[src/rtl/lsu_mem_ctrl.sv]
// Load/store controller between the core's memory stage and a word-only data memory.
// Sub-word stores run as read-modify-write. Loads are sign/zero extended.
// Misaligned, illegal-size and out-of-range requests are answered with rsp_err
// and never touch memory.
//
// Handshake: a transfer happens on a rising edge where valid and ready are both high.
// req_ready is high only in IDLE and only while rst_n is high.
// rsp_valid is high only in RESP, and rsp_rdata/rsp_err stay stable until rsp_ready is seen.
// Only one request is in flight at any time.
module lsu_mem_ctrl #(
    parameter int MEM_WORDS = 64
) (
    input  logic        clk,
    input  logic        rst_n,
    input  logic        req_valid,
    output logic        req_ready,
    input  logic        req_we,
    input  logic [1:0]  req_size,
    input  logic        req_unsigned,
    input  logic [31:0] req_addr,
    input  logic [31:0] req_wdata,
    output logic        rsp_valid,
    input  logic        rsp_ready,
    output logic [31:0] rsp_rdata,
    output logic        rsp_err,
    output logic [31:0] mem_a,
    output logic [31:0] mem_wd,
    output logic        mem_we,
    input  logic [31:0] mem_rd,
    output logic [1:0]  o_dbg_state
);

    typedef enum logic [1:0] {
        IDLE = 2'd0,
        RD   = 2'd1,
        WR   = 2'd2,
        RESP = 2'd3
    } state_t;

    localparam logic [31:0] ADDR_LIMIT = 32'(MEM_WORDS * 4);

    state_t      r_state;
    state_t      w_next;

    // Request fields latched at accept.
    // Only the low half of the store data is kept, because word stores load
    // mem_wd directly at accept.
    logic        r_we;
    logic [1:0]  r_size;
    logic        r_uns;
    logic [31:0] r_addr;
    logic [15:0] r_wdata;
    logic        r_rsp_err;
    logic [31:0] r_rdata;
    logic [31:0] r_mem_wd;

    logic        w_req_err;
    logic        w_word_store;
    logic [31:0] w_merged;
    logic [31:0] w_load_data;
    logic [7:0]  w_byte;
    logic [15:0] w_half;

    // Classify the incoming request.
    // The range check uses the full 32-bit address, so addresses do not wrap.
    always_comb begin
        w_req_err = 1'b0;
        if (req_size == 2'b11) begin
            w_req_err = 1'b1;
        end
        if (req_size == 2'b01 && req_addr[0]) begin
            w_req_err = 1'b1;
        end
        if (req_size == 2'b10 && req_addr[1:0] != 2'b00) begin
            w_req_err = 1'b1;
        end
        if (req_addr >= ADDR_LIMIT) begin
            w_req_err = 1'b1;
        end
        w_word_store = req_we && (req_size == 2'b10);
    end

    // Next-state decode. Error requests skip memory entirely and go straight to RESP.
    always_comb begin
        w_next = r_state;
        case (r_state)
            IDLE: begin
                if (req_valid) begin
                    if (w_req_err) begin
                        w_next = RESP;
                    end else if (w_word_store) begin
                        w_next = WR;
                    end else begin
                        w_next = RD;
                    end
                end
            end
            RD:      w_next = r_we ? WR : RESP;
            WR:      w_next = RESP;
            RESP:    w_next = rsp_ready ? IDLE : RESP;
            default: w_next = IDLE;
        endcase
    end

    // State register. Asynchronous reset aborts any in-flight request.
    always_ff @(posedge clk or negedge rst_n) begin
        if (!rst_n) begin
            r_state <= IDLE;
        end else begin
            r_state <= w_next;
        end
    end

    // Build the RMW write word: the memory word read back, with the addressed lane replaced.
    always_comb begin
        w_merged = mem_rd;
        if (r_size == 2'b00) begin
            case (r_addr[1:0])
                2'd0:    w_merged[7:0]   = r_wdata[7:0];
                2'd1:    w_merged[15:8]  = r_wdata[7:0];
                2'd2:    w_merged[23:16] = r_wdata[7:0];
                default: w_merged[31:24] = r_wdata[7:0];
            endcase
        end else begin
            if (r_addr[1]) begin
                w_merged[31:16] = r_wdata;
            end else begin
                w_merged[15:0] = r_wdata;
            end
        end
    end

    // Pick the addressed lane of the read word and extend it.
    always_comb begin
        case (r_addr[1:0])
            2'd0:    w_byte = mem_rd[7:0];
            2'd1:    w_byte = mem_rd[15:8];
            2'd2:    w_byte = mem_rd[23:16];
            default: w_byte = mem_rd[31:24];
        endcase
        w_half = r_addr[1] ? mem_rd[31:16] : mem_rd[15:0];
        case (r_size)
            2'b00:   w_load_data = r_uns ? {24'd0, w_byte} : {{24{w_byte[7]}}, w_byte};
            2'b01:   w_load_data = r_uns ? {16'd0, w_half} : {{16{w_half[15]}}, w_half};
            default: w_load_data = mem_rd;
        endcase
    end

    // Datapath registers: latch the request at accept, then capture the read data in RD.
    always_ff @(posedge clk or negedge rst_n) begin
        if (!rst_n) begin
            r_we      <= 1'b0;
            r_size    <= 2'b00;
            r_uns     <= 1'b0;
            r_addr    <= 32'd0;
            r_wdata   <= 16'd0;
            r_rsp_err <= 1'b0;
            r_rdata   <= 32'd0;
            r_mem_wd  <= 32'd0;
        end else begin
            case (r_state)
                IDLE: begin
                    if (req_valid) begin
                        r_we      <= req_we;
                        r_size    <= req_size;
                        r_uns     <= req_unsigned;
                        r_addr    <= req_addr;
                        r_wdata   <= req_wdata[15:0];
                        r_rsp_err <= w_req_err;
                        r_rdata   <= 32'd0;
                        if (!w_req_err && w_word_store) begin
                            r_mem_wd <= req_wdata;
                        end
                    end
                end
                RD: begin
                    if (r_we) begin
                        r_mem_wd <= w_merged;
                    end else begin
                        r_rdata <= w_load_data;
                    end
                end
                default: begin
                end
            endcase
        end
    end

    // mem_we is decoded from state only, so it drops the instant reset asserts.
    // mem_a and mem_wd are plain registered values that hold between requests.
    always_comb begin
        req_ready   = rst_n && (r_state == IDLE);
        rsp_valid   = (r_state == RESP);
        rsp_rdata   = r_rdata;
        rsp_err     = r_rsp_err;
        mem_we      = (r_state == WR);
        mem_a       = {r_addr[31:2], 2'b00};
        mem_wd      = r_mem_wd;
        o_dbg_state = r_state;
    end

endmodule

[config.mk]
export PLATFORM = sky130hd
export DESIGN_NAME = lsu_mem_ctrl
export DESIGN_NICKNAME = d
export VERILOG_FILES = /design/src/rtl/lsu_mem_ctrl.sv
export SDC_FILE = /design/constraint.sdc
export NUM_CORES = 1
export LEC_CHECK = 0
export BUFFER_PORTS_ARGS = -buffer_cell sky130_fd_sc_hd__buf_2
export CAP_MARGIN = 20
export CORE_MARGIN = 2
export CORE_UTILIZATION = 50
export CTS_CLUSTER_DIAMETER = 120
export DETAILED_ROUTE_END_ITERATION = 8
export GPL_TIMING_DRIVEN = 0
export PLACE_DENSITY_LB_ADDON = 0.1
export SYNTH_ARGS = -nofsm -noshare
export SYNTH_HDL_FRONTEND = slang
export SYNTH_SLANG_ARGS = --single-unit
[constraint.sdc]
create_clock -name clk -period 4.5 [get_ports clk]
set_clock_uncertainty 0.15 [all_clocks]
set_input_delay 0.225 -clock clk [delete_from_list [all_inputs] [get_ports clk]]
set_output_delay 0.225 -clock clk [all_outputs]
set_load 0.02 [all_outputs]
* After elaboration in Yosys (flattened, before gate mapping) *
Index checks and enable logic that the tools add are counted.

storage, ports and cells
  logic and storage cells = 67
  bits of input ports = 104
  output and inout port bits = 102
  register bits after elaboration = 119

cells by class
  reduce and logical (&&, ||, !) cells = 15
  order comparisons = 1
  multiplexer cells = 29
  equal/unequal tests = 13

operator list
  kind                   count
  $mux W32               8
  $pmux W32 S2           3
  $mux W16               3
  $ge A32 B9 Y1 const B  1
  $mux W8                4
  $pmux W8 S3            1
  $eq A2 B2 Y1 const B   5
  $eq A2 B1 Y1 const B   4
  $mux W2                4
  $ne A2 B2 Y1 const B   4
  $pmux W2 S4            1
  $logic_not A2 Y1       3
  $logic_and A1 B1 Y1    5
  $mux W1                5
  $reduce_and A4 Y1      1
  $reduce_bool A2 Y1     2
  $reduce_and A3 Y1      1
  $reduce_or A3 Y1       1
  $reduce_and A2 Y1      1
  $logic_not A1 Y1       1

* Logic depth before layout (Yosys ltp) *
  depth in word-level cells = 10
  gate-level depth with buffers = 8
  mapped depth without buffers = 4

* Least setup slack after synthesis *
Ideal clock, no wire load.

  kind = reg-to-reg
  start point = register r_state[1] (netlist: o_dbg_state[1])
  end point = register r_mem_wd[10] (netlist: mem_wd[10])
  setup time = 126 ps
  data required time = 4224 ps
  buffers on the path = 3
  setup slack = 2447 ps
  arrival time = 1777 ps
  period minus slack after synthesis = 2053 ps
  cell stages (with the launch flop) = 8
  path through = dfrtp_1 -> buf_4 -> and3b_1 -> buf_2 -> o22ai_1 -> buf_2 -> a2111o_1 -> o32a_1

between the ends
  cells in the longest elaborated chain, start to end = 3
  elaborated cells between the ends (all ways) = 8
  classes of those cells = eq/ne (4); mux (1); reduce/logical (3)

RTL lines
  what                                                                 line  source
  from (decl)                                                          42    state_t r_state;
  from (signal assigned)                                               110   r_state <= w_next;
  $eq A2 B1 Y1 / $logic_not A2 Y1 (equally long branches)              161   case (r_state)
  $ne A2 B2 Y1 (no line) / $reduce_bool A2 Y1 (equally long branches)  n/a
  $reduce_and A4 Y1 (no line)                                          n/a
  to (signal assigned)                                                 172   r_mem_wd <= req_wdata;
  to (signal assigned)                                                 178   r_mem_wd <= w_merged;
  to (decl)                                                            55    logic [31:0] r_mem_wd;

Several ways; a longest one is shown, not always the timed one.
A chain may end at the register's enable or synchronous reset.

* Worst setup path after layout *
  start point = input req_addr[29]
  end point = register r_mem_wd[18] (netlist: mem_wd[18])

between the ends
  cells in the longest elaborated chain, start to end = 6

RTL lines
  what                         line  source
  from (decl)                  20    input logic [31:0] req_addr,
  $ge A32 B9 Y1                77    if (req_addr >= ADDR_LIMIT) begin
  $mux W1                      77
  $logic_not A1 Y1             171   if (!w_req_err && w_word_store) begin
  $logic_and A1 B1 Y1          171
  $ne A2 B2 Y1 (no line)       n/a
  $reduce_and A4 Y1 (no line)  n/a

No other way between the ends.

==> impl_metrics.json <==
{
  "status": "complete, no violations",
  "reg2reg_to": "rsp_rdata[27]",
  "wire_per_inst_um": 19.25,
  "worst-setup-path-type": "in -> reg",
  "min_period_over_period_pct": 53.92,
  "grt_start_max_net_pins": 84,
  "fmax_mhz": 412.1,
  "ys_seq_area_share_pct": 45.83,
  "drive_above_1_share_pct": 41.89,
  "rr_worst_depth": 5,
  "vdd_drop_max_uv": 437.9,
  "cts_setup_buffers": 0,
  "crit_required_ns": 4.66,
  "synth-xor-area-share_pct": 0,
  "worst_skew_pair.late_latency_ns": 0.42,
  "area_growth_pct": 40.30,
  "path_max_fanout": 10,
  "muxShareOfSynthArea_pct": 15.29,
  "power_density_mw_per_mm2": 721.3,
  "ys_async_sr_fraction_pct": 100.0,
  "worstSetupStartpointType": "input port",
  "post_cts_resized": 0,
  "synth_top_family_by_area": "compound AO/OA/AOI/OAI gates",
  "portBuffers": 203,
  "hp-class": "in -> reg",
  "core.rowCount": 41,
  "crit_end": "mem_wd[18]",
  "ys.flop_type": "dfrtp_1",
  "place_congestion": 0.8783,
  "drt-total-wl_um": 20870,
  "synth_compound_area_share_pct": 19.18,
  "synth_seq_cells": 119,
  "endpoint_kind": "register",
  "synth_cell_types": 48,
  "crit_path_start": "req_addr[29]",
  "dp_hpwl_um": 15000,
  "cts_buffers": 17,
  "dieArea_mm2": 0.01392,
  "grt_pass1_vias": 6303,
  "worst-r2r-setup-slack_ns": 2.11,
  "vias_per_cell": 5.647,
  "drv_cap": 0,
  "synth_top_area_share_pct": 45.83,
  "final_nets": 1004,
  "synth_edf_count": 0,
  "vias": 6121,
  "rsz0062_at_grt": "no",
  "antenna_found_initial": 0,
  "yosys_warnings": 0,
  "drt-pass1-iter-count": 5,
  "io_pins": 206,
  "yosysTopAreaCell": "dfrtp_1",
  "grt_use_total_pct": 31.03,
  "max-slew-margin-rel_pct": 59.15,
  "setup-tns-final_ns": 0,
  "cts_tree": "yes",
  "start_util_pct": 51.28,
  "die_w_um": 118.0,
  "diodes": 0,
  "cts_sinks": 119,
  "synthTopCellsByArea": "dfrtp_1 46%, mux2_2 12%, buf_4 4.2%",
  "syn_inst": 600,
  "core_area_mm2": 0.01267,
  "fp.dieH_um": 118.0,
  "drc": 0,
  "pre_cts_ws_ns": 2.160,
  "syn_area_mm2": 0.006497,
  "clk_pin_slew_worst_paths_ns": 0.06,
  "p_leak_nw": 4.209,
  "post-route-min-period_ns": 2.427,
  "cts_buffer_depth": 2,
  "r2r_start": "o_dbg_state[0]",
  "syn_area_per_cell_um2": 10.83,
  "whs_ns": 0.02007,
  "setup_viol": 0,
  "htreeDepth": 4,
  "critPathArrivalTime_ns": 2.59,
  "hold_viol": 0,
  "grt_pass1_wl_um": 33600,
  "tightest_slew_ns": 0.6101,
  "grt-ovfl-total": 0,
  "clockRootBuffer": "clkbuf_16",
  "drtAntennaViolNets": 0,
  "fill_cells": 967,
  "setup_ws_ns": 2.073,
  "finalMaxSlewViolations": 0,
  "drtIter0Drc": 361,
  "synthSimpleGateAreaFrac_pct": 11.65,
  "synthAdderAreaFrac_pct": 0,
  "power_w": 0.006576
}
## per-layer routing
metal  global-route usage (%)  up-vias  wire length [um]
li1                         -     2839                 -
met1                    39.07     2978              8691
met2                    51.16      264             10120
met3                    8.333       40              1545
met4                    11.82        0               518
met5                        0        -                 0
## layout make-up
class	count	area, um2	area share [%]
buffer	83	496.7	5.449
clock buffer	22	464.2	5.092
clock inverter	9	125.1	1.372
inverter	6	22.52	0.2470
multi-input combinational	393	3004	32.95
sequential	119	2978	32.67
tap	172	215.2	2.361
timing repair buffer	280	1810	19.86
## Yosys cell counts, types with 4 or more instances
master,n
o32ai_1,16
and2_1,20
a31o_2,13
nand3_1,17
dfrtp_1,119
clkbuf_1,27
a221o_1,16
nand2_1,39
mux2_2,71
o21ai_0,44
buf_6,4
buf_4,36
a2111o_1,16
buf_2,16
nand2b_1,4
nor4_1,6
o32a_1,16
nor2_1,26
mux2i_1,16
inv_1,6
o221ai_1,8
a21boi_0,7
a21oi_1,5
nor3_1,18
## worst min-delay path by stage
stage | to | cells past startpoint | slack (ns) | start
after floorplan | mem_wd[0] | 0 | -0.22 | rst_n
after global placement | o_dbg_state[1] | 2 | 0.27 | rsp_ready
after detailed placement | rsp_rdata[1] | 1 | 0.004 | rst_n
after CTS | rsp_rdata[9] | 3 | 0.01 | mem_rd[9]
after global routing | o_dbg_state[1] | 4 | 0.07 | req_valid
final | rsp_rdata[9] | 3 | 0.02 | mem_rd[9]
## state kept, by name (all words and copies together) (netlist names)
name / cells
mem_wd: 32
r_addr: 32
rsp_rdata: 32
r_wdata: 16
o_dbg_state: 2
r_size: 2
r_uns: 1
r_we: 1
rsp_err: 1
## kinds of logic after synthesis
family | after synthesis
flops | 119
simple gates | 148
other cells | 1
mux | 89
compound gates | 154
buf+inv | 89
## critical path, cell delays in order
cell and delay (ns):
dlygate4sd3_1 0.53, buf_2 0.14, nor4_1 0.48, and4_1 0.38
a21oi_1 0.18, clkbuf_1 0.29, o32ai_1 0.37
## power by group
part,switching (W),internal (W)
clock network,0.000478,0.000891
registers,0.000355,0.00158
logic,0.00185,0.00142
## timing repair
item                                    in CTS  in global routing
hold buffers                                76                  0
endpoints found under the hold margin      116                  0
endpoints found under the setup margin       0                  0
## cell usage in the layout, fill, tap and decap left out, drive strengths merged, types with 2 or more instances in the layout
| master | count |
|---|---|
| nor3 | 19 |
| inv | 6 |
| a21oi | 5 |
| and3b | 2 |
| buf | 260 |
| nor3b | 3 |
| a2111o | 16 |
| nor4 | 6 |
| o22ai | 2 |
| and2 | 20 |
| a31o | 16 |
| a21boi | 7 |
| clkinvlp | 2 |
| nand3b | 2 |
| dlygate4sd3 | 76 |
| or3b | 2 |
| o221ai | 8 |
| clkbuf | 49 |
| a31oi | 2 |
| nand2 | 40 |
| o21ai | 44 |
| mux2i | 16 |
| o32ai | 16 |
| o32a | 16 |
| nor2 | 27 |
| nor2b | 3 |
| clkinv | 4 |
| nand2b | 4 |
| conb | 2 |
| mux2 | 72 |
| bufinv | 3 |
| nand3 | 17 |
| a221o | 16 |
| dfrtp | 119 |
## through the flow
| step | util [%] | instance area (um2) | instances |
|---|---|---|---|
| after CTS | 71.95 | 9116 | 1084 |
| after floorplan | - | 6501 | 601 |
| final | 71.95 | 9116 | 1084 |
| after global placement | 61.03 | 7732 | 976 |
| after global routing | 71.95 | 9116 | 1084 |
| after detailed placement | 61.29 | 7766 | 977 |
(Power assumes the default switching activity.)
